===== src/rtl/life_matrix_scan_if.sv =====
// life_matrix_scan_if
//   Signal bundle between the evolve/mux path (master) and the LED matrix
//   scanner (slave). The clock and reset are not part of the bundle.
//
//   grid        [63:0] grid to display; bit (r*8+c) = row r, column c
//   grid_load          one-cycle strobe: capture grid into the shadow buffer
//   enable             1 = scanning, 0 = freeze position and blank the matrix
//   row_sel     [7:0]  one-hot active-high row drive
//   col_out     [7:0]  column data for the active row
//   frame_done         one-cycle pulse after row 7 completes
//   frame_count [15:0] completed frames, wrapping
//   stable             still-life flag (0 unless stable detection is built)
interface life_matrix_scan_if;
  logic [63:0] grid;
  logic        grid_load;
  logic        enable;
  logic [7:0]  row_sel;
  logic [7:0]  col_out;
  logic        frame_done;
  logic [15:0] frame_count;
  logic        stable;

  modport master (
    output grid, grid_load, enable,
    input  row_sel, col_out, frame_done, frame_count, stable
  );

  modport slave (
    input  grid, grid_load, enable,
    output row_sel, col_out, frame_done, frame_count, stable
  );
endinterface


===== src/rtl/life_matrix_scan.sv =====
// life_matrix_scan
//   Display stage for the 64-bit Game-of-Life grid. A requested grid is
//   captured into a shadow buffer and promoted to the front (display) buffer
//   only at a frame boundary, so a frame never shows two different grids.
//   The front buffer is scanned onto an 8x8 LED matrix one row at a time;
//   every row is driven for ROW_CYCLES clocks, the first BLANK_CYCLES of
//   which keep the columns dark to suppress ghosting between rows.
//
// Ports
//   clk    system clock, rising edge
//   reset  asynchronous active-low reset (0 = reset)
//   bus    life_matrix_scan_if.slave: grid / grid_load / enable in,
//          row_sel / col_out / frame_done / frame_count / stable out
//
// Parameters
//   ROW_CYCLES     clocks per row including blanking (>= 2)
//   BLANK_CYCLES   blank clocks at the start of each row (< ROW_CYCLES)
//   STABLE_FRAMES  identical promotions needed before stable asserts
//
// Build option
//   LIFE_MATRIX_STABLE_DETECT_EN  when defined, builds the still-life
//   detector; otherwise stable is tied low and no detector logic exists.
module life_matrix_scan #(
  parameter int ROW_CYCLES    = 1000,
  parameter int BLANK_CYCLES  = 16,
  parameter int STABLE_FRAMES = 8
) (
  input logic               clk,
  input logic               reset,
  life_matrix_scan_if.slave bus
);

  localparam int            DW         = (ROW_CYCLES > 2) ? $clog2(ROW_CYCLES) : 1;
  localparam logic [DW-1:0] DWELL_LAST = DW'(ROW_CYCLES - 1);
  localparam logic [DW-1:0] BLANK_END  = DW'(BLANK_CYCLES);

  // Scan position and buffers
  logic [2:0]    row_idx, row_idx_next;
  logic [DW-1:0] dwell, dwell_next;
  logic [63:0]   shadow, shadow_next;
  logic [63:0]   front, front_next;
  logic          pending, pending_next;

  // Registered outputs
  logic [7:0]    row_sel_q, row_sel_next;
  logic [7:0]    col_out_q, col_out_next;
  logic          frame_done_q, frame_done_next;
  logic [15:0]   frame_count_q, frame_count_next;

  // The last clock of row 7 while scanning; buffers swap on this edge.
  logic          row_end;
  logic          boundary;

  // NOTE: every signal driven here gets a default first, so no path can
  // leave a value unassigned and infer a latch.
  always_comb begin
    row_end  = bus.enable && (dwell == DWELL_LAST);
    boundary = row_end && (row_idx == 3'd7);

    // Scan position: frozen entirely while enable is low.
    row_idx_next = row_idx;
    dwell_next   = dwell;
    if (bus.enable) begin
      if (row_end) begin
        dwell_next   = '0;
        row_idx_next = row_idx + 3'd1;
      end else begin
        dwell_next = dwell + 1'b1;
      end
    end

    // Buffers. A load that lands exactly on the boundary goes straight to
    // the front buffer; otherwise it waits in the shadow until the next
    // boundary, with the most recent load winning.
    shadow_next  = shadow;
    front_next   = front;
    pending_next = pending;
    if (boundary && bus.grid_load) begin
      front_next   = bus.grid;
      shadow_next  = bus.grid;
      pending_next = 1'b0;
    end else begin
      if (boundary && pending) begin
        front_next   = shadow;
        pending_next = 1'b0;
      end
      if (bus.grid_load) begin
        shadow_next  = bus.grid;
        pending_next = 1'b1;
      end
    end

    // Outputs are produced from the current position and current front
    // buffer; they appear one edge later. The row drive stays on through
    // blanking, only the column data is suppressed.
    row_sel_next = '0;
    col_out_next = '0;
    if (bus.enable) begin
      row_sel_next = 8'h01 << row_idx;
      if (dwell >= BLANK_END) begin
        col_out_next = front[{row_idx, 3'b000} +: 8];
      end
    end

    frame_done_next  = boundary;
    frame_count_next = boundary ? frame_count_q + 16'd1 : frame_count_q;
  end

  // NOTE: sequential state is written only with non-blocking assignments so
  // every register samples the pre-edge values computed above.
  // NOTE: shadow and front are ordinary 64-bit registers, not a memory, and
  // are cleared so a fresh reset always shows a dark matrix until the first
  // promotion.
  always_ff @(posedge clk or negedge reset) begin
    if (!reset) begin
      row_idx       <= '0;
      dwell         <= '0;
      shadow        <= '0;
      front         <= '0;
      pending       <= 1'b0;
      row_sel_q     <= '0;
      col_out_q     <= '0;
      frame_done_q  <= 1'b0;
      frame_count_q <= '0;
    end else begin
      row_idx       <= row_idx_next;
      dwell         <= dwell_next;
      shadow        <= shadow_next;
      front         <= front_next;
      pending       <= pending_next;
      row_sel_q     <= row_sel_next;
      col_out_q     <= col_out_next;
      frame_done_q  <= frame_done_next;
      frame_count_q <= frame_count_next;
    end
  end

  assign bus.row_sel     = row_sel_q;
  assign bus.col_out     = col_out_q;
  assign bus.frame_done  = frame_done_q;
  assign bus.frame_count = frame_count_q;

`ifdef LIFE_MATRIX_STABLE_DETECT_EN
  localparam int            SW         = (STABLE_FRAMES > 0) ? $clog2(STABLE_FRAMES + 1) : 1;
  localparam logic [SW-1:0] STABLE_MAX = SW'(STABLE_FRAMES);

  logic [SW-1:0] still_cnt, still_cnt_next;
  logic          stable_q, stable_next;
  logic          promote;

  // A promotion happens on every boundary that swaps in a grid, whether it
  // came from the shadow or the bypass; front_next is that incoming grid.
  always_comb begin
    promote        = boundary && (bus.grid_load || pending);
    still_cnt_next = still_cnt;
    if (promote) begin
      if (front_next != front) begin
        still_cnt_next = '0;
      end else if (still_cnt != STABLE_MAX) begin
        still_cnt_next = still_cnt + 1'b1;
      end
    end
    stable_next = (still_cnt_next == STABLE_MAX);
  end

  always_ff @(posedge clk or negedge reset) begin
    if (!reset) begin
      still_cnt <= '0;
      stable_q  <= 1'b0;
    end else begin
      still_cnt <= still_cnt_next;
      stable_q  <= stable_next;
    end
  end

  assign bus.stable = stable_q;
`else
  assign bus.stable = 1'b0;
`endif

endmodule


===== src/flat_wrapper.sv =====
// flat-port wrapper written by rule: the top's interface ports become plain ports
module life_matrix_scan_flat 
#(
  parameter int ROW_CYCLES    = 1000,
  parameter int BLANK_CYCLES  = 16,
  parameter int STABLE_FRAMES = 8
)
  (clk, reset, bus_grid, bus_grid_load, bus_enable, bus_row_sel, bus_col_out, bus_frame_done, bus_frame_count, bus_stable);
  life_matrix_scan_if bus_i ();
  input logic clk;
  input logic reset;
  input wire logic [$bits(bus_i.grid)-1:0] bus_grid;
  input wire logic [$bits(bus_i.grid_load)-1:0] bus_grid_load;
  input wire logic [$bits(bus_i.enable)-1:0] bus_enable;
  output wire logic [$bits(bus_i.row_sel)-1:0] bus_row_sel;
  output wire logic [$bits(bus_i.col_out)-1:0] bus_col_out;
  output wire logic [$bits(bus_i.frame_done)-1:0] bus_frame_done;
  output wire logic [$bits(bus_i.frame_count)-1:0] bus_frame_count;
  output wire logic [$bits(bus_i.stable)-1:0] bus_stable;
  assign bus_i.grid = bus_grid;
  assign bus_i.grid_load = bus_grid_load;
  assign bus_i.enable = bus_enable;
  assign bus_row_sel = bus_i.row_sel;
  assign bus_col_out = bus_i.col_out;
  assign bus_frame_done = bus_i.frame_done;
  assign bus_frame_count = bus_i.frame_count;
  assign bus_stable = bus_i.stable;
  life_matrix_scan #(.ROW_CYCLES(ROW_CYCLES), .BLANK_CYCLES(BLANK_CYCLES), .STABLE_FRAMES(STABLE_FRAMES)) u_core (.clk(clk), .reset(reset), .bus(bus_i));
endmodule

===== config.mk =====
export PLATFORM = sky130hd
export DESIGN_NAME = life_matrix_scan_flat
export DESIGN_NICKNAME = d
export VERILOG_FILES = /design/src/rtl/life_matrix_scan_if.sv /design/src/rtl/life_matrix_scan.sv /design/src/flat_wrapper.sv
export SDC_FILE = /design/constraint.sdc
export NUM_CORES = 1
export LEC_CHECK = 0
export BUFFER_PORTS_ARGS = -buffer_cell sky130_fd_sc_hd__buf_2
export CORE_AREA = 2 2 122 124
export DETAILED_ROUTE_END_ITERATION = 8
export DIE_AREA = 0 0 124 126
export PLACE_DENSITY_LB_ADDON = 0.08
export RECOVER_POWER = 50
export SYNTH_ARGS = -nofsm -noshare
export SYNTH_HDL_FRONTEND = slang
export SYNTH_SLANG_ARGS = --single-unit

===== constraint.sdc =====
create_clock -name clk -period 1.88 [get_ports clk]
set_input_delay 0.376 -clock clk [delete_from_list [all_inputs] [get_ports clk]]
set_output_delay 0.376 -clock clk [all_outputs]
set_load 0.005 [all_outputs]

## Word level (Yosys, flattened, before mapping)

Index checks and enable logic that the tools add are counted.

- Input bits: 68
- Output and inout port bits: 34
- Register bits: 175
- Logic and storage cells: 36

- Mux-type cells: 11
- Equality and inequality tests: 2
- $lt $le $gt $ge: 1
- $add $sub $neg: 3
- Reduce and logical (&&, ||, !) cells: 8
- Shifts and indexed selects: 2

Operators with widths:

| operator | count |
|---|---|
| $mux 64 | 4 |
| $shiftx 64x7->8 | 1 |
| $mux 8 | 3 |
| $add 16x1->16 const B | 1 |
| $add 10x1->10 const B | 1 |
| $eq 10x10->1 const B | 1 |
| $ge 10x5->1 const B | 1 |
| $mux 10 | 1 |
| $shl 1x3->8 const A | 1 |
| $logic_and 1x1->1 | 4 |
| $reduce_bool 2->1 | 2 |
| $add 3x1->3 const B | 1 |
| $eq 3x3->1 const B | 1 |
| $mux 1 | 3 |
| $reduce_bool 3->1 | 1 |
| $reduce_and 2->1 | 1 |

## Logic depth before layout (Yosys ltp)

- Word-level depth: 7
- Depth in mapped cells: 7
- Depth with buffers taken out: 6

## Worst setup path after synthesis

OpenSTA, ideal clock, no wires.

- Path kind: flip-flop to flip-flop
- From: reg u_core.row_idx[0]
- To: reg u_core.front[0]
- Arrival time: 1.718 ns
- Period minus slack after synthesis: 1.846 ns
- Slack: 0.034 ns
- Library setup time: 0.128 ns
- Cell stages (with the launch flop): 8
- Cells stage by stage: dfrtp_1 > ha_1 > ha_1 > nand3_1 > nor3_4 > nand2_2 > buf_2 > mux2_1

- Word-level cells in the longest chain between the ends: 4

Ends and longest elaborated chain:

| element | RTL line | text |
|---|---|---|
| start, declared | life_matrix_scan.sv:38 | `logic [2:0] row_idx, row_idx_next;` |
| start signal, assigned | life_matrix_scan.sv:126 | `row_idx <= row_idx_next;` |
| $eq 3x3->1 * | life_matrix_scan.sv:58 | `boundary = row_end && (row_idx == 3'd7);` |
| $logic_and 1x1->1 * | life_matrix_scan.sv:58 |  |
| $logic_and 1x1->1 (on tied branches) | life_matrix_scan.sv:78, life_matrix_scan.sv:83 |  |
| $mux 64 / $reduce_bool 2->1 (equally long branches) | n/a |  |
| end signal, assigned | life_matrix_scan.sv:129 | `front <= front_next;` |
| end, declared | life_matrix_scan.sv:41 | `logic [63:0] front, front_next;` |

Every way passes the cells marked *; elsewhere a longest branch is shown, timed or not.
A chain may end at the register's enable or synchronous reset.

## Worst setup path after layout

- From: reg u_core.dwell[0]
- To: reg u_core.frame_count_q[8], in the netlist u_core.bus.frame_count[8]

- Word-level cells in the longest chain between the ends: 3

Ends and longest elaborated chain:

| element | RTL line | text |
|---|---|---|
| start, declared | life_matrix_scan.sv:39 | `logic [DW-1:0] dwell, dwell_next;` |
| start signal, assigned | life_matrix_scan.sv:127 | `dwell <= dwell_next;` |
| $eq 10x10->1 | life_matrix_scan.sv:57 | `row_end = bus.enable && (dwell == DWELL_LAST);` |
| $logic_and 1x1->1 | life_matrix_scan.sv:57 |  |
| $logic_and 1x1->1 | life_matrix_scan.sv:58 |  |
| end signal, assigned | life_matrix_scan.sv:134 | `frame_count_q <= frame_count_next;` |
| end, declared | life_matrix_scan.sv:48 | `logic [15:0] frame_count_q, frame_count_next;` |

No other way between the ends.

==> results.md <==
* Async SR Flop Fraction at 1.00
* GRT overflow at 0
* Area leader, netlist: dfrtp_1
* Int Power at about 6.2 mW
* Die height at 126 um
* Tot GR Track Use at 0.191
* Setup-failing EPs final at 0
* Largest stage delay, worst path at roughly 410 ps
* Unrepaired setup endpoints after global routing: no
* CP Launch Type: register
* PortBufs at 100
* Detail Placement HPWL at 9430 um
* ANT nets after route at 0
* H-tree lvl count at 4
* Worst hold stages at 2
* Initial Util at 0.504
* Worst slew margin at 0.386
* CP max-delay cell: dfrtp_1
* Row count at 44
* Sw Share at 0.221
* Worst-path fanout max at 7
* Status: complete, no violations
* Die ar. at approximately 16,000 um^2
* I/O Pins at 102
* Design area at approximately 8700 um^2
* WHS Endpoint: u_core.shadow[58]$_DFFE_PN0P_
* Number of synthesis warnings at 0
* CTS tree: yes
* Fin nets at approximately 690
* Die Wd at around 120 um
* Fin crit period at between 1500 and 2000 ps
* Yosys cell types at 39
* TritonRoute pass-1 iters at 4
* Hold Vio Cnt, Final at 0
* DR vias at around 4,200
* Peak Freq at roughly 570 MHz
* Area grow syn2layout at 20.6%
* Diodes inserted at 0
* Cts bufs inserted at 17
* Least-Margin Pin Slew at around 920 ps
* Synth Instances at 486
* Number of synthesized flops with an enable pin at 0
* Layout cells sized above 1 at 0.337
* Critical-path cell list: ha_1, and2_0, nand4_1, buf_4, nor4_1, xor2_1
* WP data required at 2220 ps
* Wire per inst at roughly 17 um
* Synth area leaders: dfrtp_1 (61%), mux2_2 (11%), mux2_1 (9.4%), mux4_2 (5.0%), xnor2_1 (1.8%)
* Total DRC errors in the routed layout at 0
* Sequential share of power at 0.505
* Min-Delay Path Class: in -> reg
* 1st-iter DRT viols at 196
* Kind of cell adding the most delay to the critical path: simple AND/OR/NAND/NOR gates
* # Max-Cap Violations at 0
* Combinational share of power at 0.081
* Clock root cell: clkbuf_16
* Post-Synthesis Net Count at approximately 560
* Largest net degree at the start of global routing at 65
* Placer Congestion at between 0.8 and 0.9
* Clock Skew at 9.43 ps
* CP Launch Point: u_core.dwell[0]$_DFFE_PN0P_
* Detailed Route WL at 13,400 um
* Most common library cells after synthesis: dfrtp_1 (175), mux2_2 (70), mux2_1 (60)
* CP bufs+invs at 1
* Switching power at 1.77 mW
* Avg Inst Size Synth at approximately 15 um^2
* Clock transition at path regs at ~60 ps
* Vias per cell at around 5.2
* Kind of critical path: reg -> reg
* Pwr dens at approximately 920 nW/um^2
* Insertion delay to the later sink of the worst-skew pair at between 400 and 500 ps
* Reg2Reg Setup Slack at roughly 110 ps
* Worst VDD drop at roughly 0.63 mV
* Post-synthesis sequential element count at 175
* First-pass GRT wire length at between 20,000 and 25,000 um
* Initial antenna violation count at 0
* Crit share post-route at 0.940
* Number of global-route vias before repair at 4,504
* Worst setup EP type: register
* Clock Tree Buf Depth at 2
* Synth top area share at 0.606
* Synth Cell Area at 7220 um^2
* Dpl cell area at around 8100 um^2
* Leak at about 4.3 nW
* CTS sink count at ~180
* R2R Path Start: u_core.dwell[0]$_DFFE_PN0P_
* Setup TNS at 0 ps
* Post-synth top flop: dfrtp_1
* Worst Hold Launch: bus_grid[58]
* Most numerous cell in the Yosys netlist: dfrtp_1
* Reg-to-reg endpoint: u_core.bus.frame_count[8]$_DFFE_PN0N_
* Core area at between 10,000 and 15,000 um^2
* Max-slew violation count at 0
* R2R depth at 6
* Clock share of power at 0.414
* Seq/Total Area, Yosys at 0.606
* Critical Path AT at about 2100 ps
what timing repair did:
item | in CTS | in global routing
hold endpoints to repair | 34 | 0
hold buffers | 1 | 0
setup buffers | 0 | 1
gates resized for setup | 0 | 16
endpoints found under the setup margin | 0 | 66
cells by family (layout without fill, tap and decap cells):
family,count (synthesis),in the layout,share of synthesized area
mux,148,148,0.255
other cells,1,1,0.000519
simple gates,89,89,0.0681
compound gates,15,15,0.0118
xor+xnor,21,21,0.0255
flops,175,175,0.606
fa+ha+maj,9,9,0.0156
buf+inv,28,163,0.0166
cell usage in the layout (no fill, tap or decap), types with 2 or more instances in the layout:
cell type and n:
ha_1 7, xnor2_1 15, nand3_1 12, buf_12 2, and3_1 4, mux2_2 22
nor4_1 4, dfrtp_1 174, mux2_1 99, nor2_1 6, mux2i_1 2, o21ai_0 4
buf_2 98, buf_6 3, clkbuf_16 17, mux2_4 9, and2_1 8, nand2_1 27
a21oi_1 9, and4_1 2, clkbuf_8 5, nand4_1 8, nor3_1 5, buf_4 17
or3_1 2, clkinv_2 5, mux4_2 16, xor2_1 6, clkbuf_1 5, inv_1 6
how the worst max path moves through the flow:
stage                                                       end  slack [ps]  cells past startpoint
final                     u_core.bus.frame_count[8]$_DFFE_PN0N_         110                      6
after global routing      u_core.bus.frame_count[8]$_DFFE_PN0N_          20                      6
after floorplan                     u_core.front[0]$_DFFE_PN0P_          30                      7
after global placement             u_core.front[29]$_DFFE_PN0P_          90                      7
after detailed placement           u_core.front[43]$_DFFE_PN0P_          30                      7
after CTS                          u_core.front[43]$_DFFE_PN0P_          20                      7
per-layer routing:
layer,GRT usage,share of wire
met1,0.256,0.46
met2,0.308,0.49
met3,0.0457,0.039
met4,0.0595,0.011
met5,0,0
state kept, by name, indices dropped and copies added (netlist names):
signal / flops
u_core.row_idx: 3
u_core.bus.frame_count: 16
u_core.front: 64
u_core.pending: 1
u_core.bus.frame_done: 1
u_core.shadow: 64
u_core.dwell: 10
u_core.bus.row_sel: 8
u_core.bus.col_out: 8
power groups by stage:
stage / logic (mW) / clock network [mW] / registers [mW]
after floorplan: 0.343 / 0 / 4.11
after global placement: 0.669 / 0 / 4.11
after detailed placement: 0.684 / 0 / 4.12
after CTS: 0.690 / 3.40 / 4.05
after global routing: 0.725 / 3.57 / 4.07
final: 0.647 / 3.32 / 4.05
per-stage QoR:
stage | hold slack (ps) | utilization | cells | total power [mW] | setup slack [ps]
4_1_cts | 188 | 0.606 | 804 | 8.13 | 16.5
5_1_grt | 193 | 0.608 | 805 | 8.36 | 19.6
3_3_place_gp | 305 | 0.566 | 771 | 4.77 | 86.6
6_report | 200 | 0.608 | 805 | 8.02 | 113
2_1_floorplan | 80.4 | - | 486 | 4.45 | 34.1
3_5_place_dp | 308 | 0.566 | 771 | 4.80 | 33.5
final cells by class:
class / instances / area [um^2]
Clock buffer: 26 / 509
Clock inverter: 6 / 55.1
Fill cell: 1170 / 5610
Inverter: 7 / 26.3
Multi-Input combinational cell: 283 / 2790
Sequential cell: 175 / 4380
Tap cell: 184 / 230
Timing Repair Buffer: 124 / 718
No activity file was read; power rests on OpenSTA's default activity.
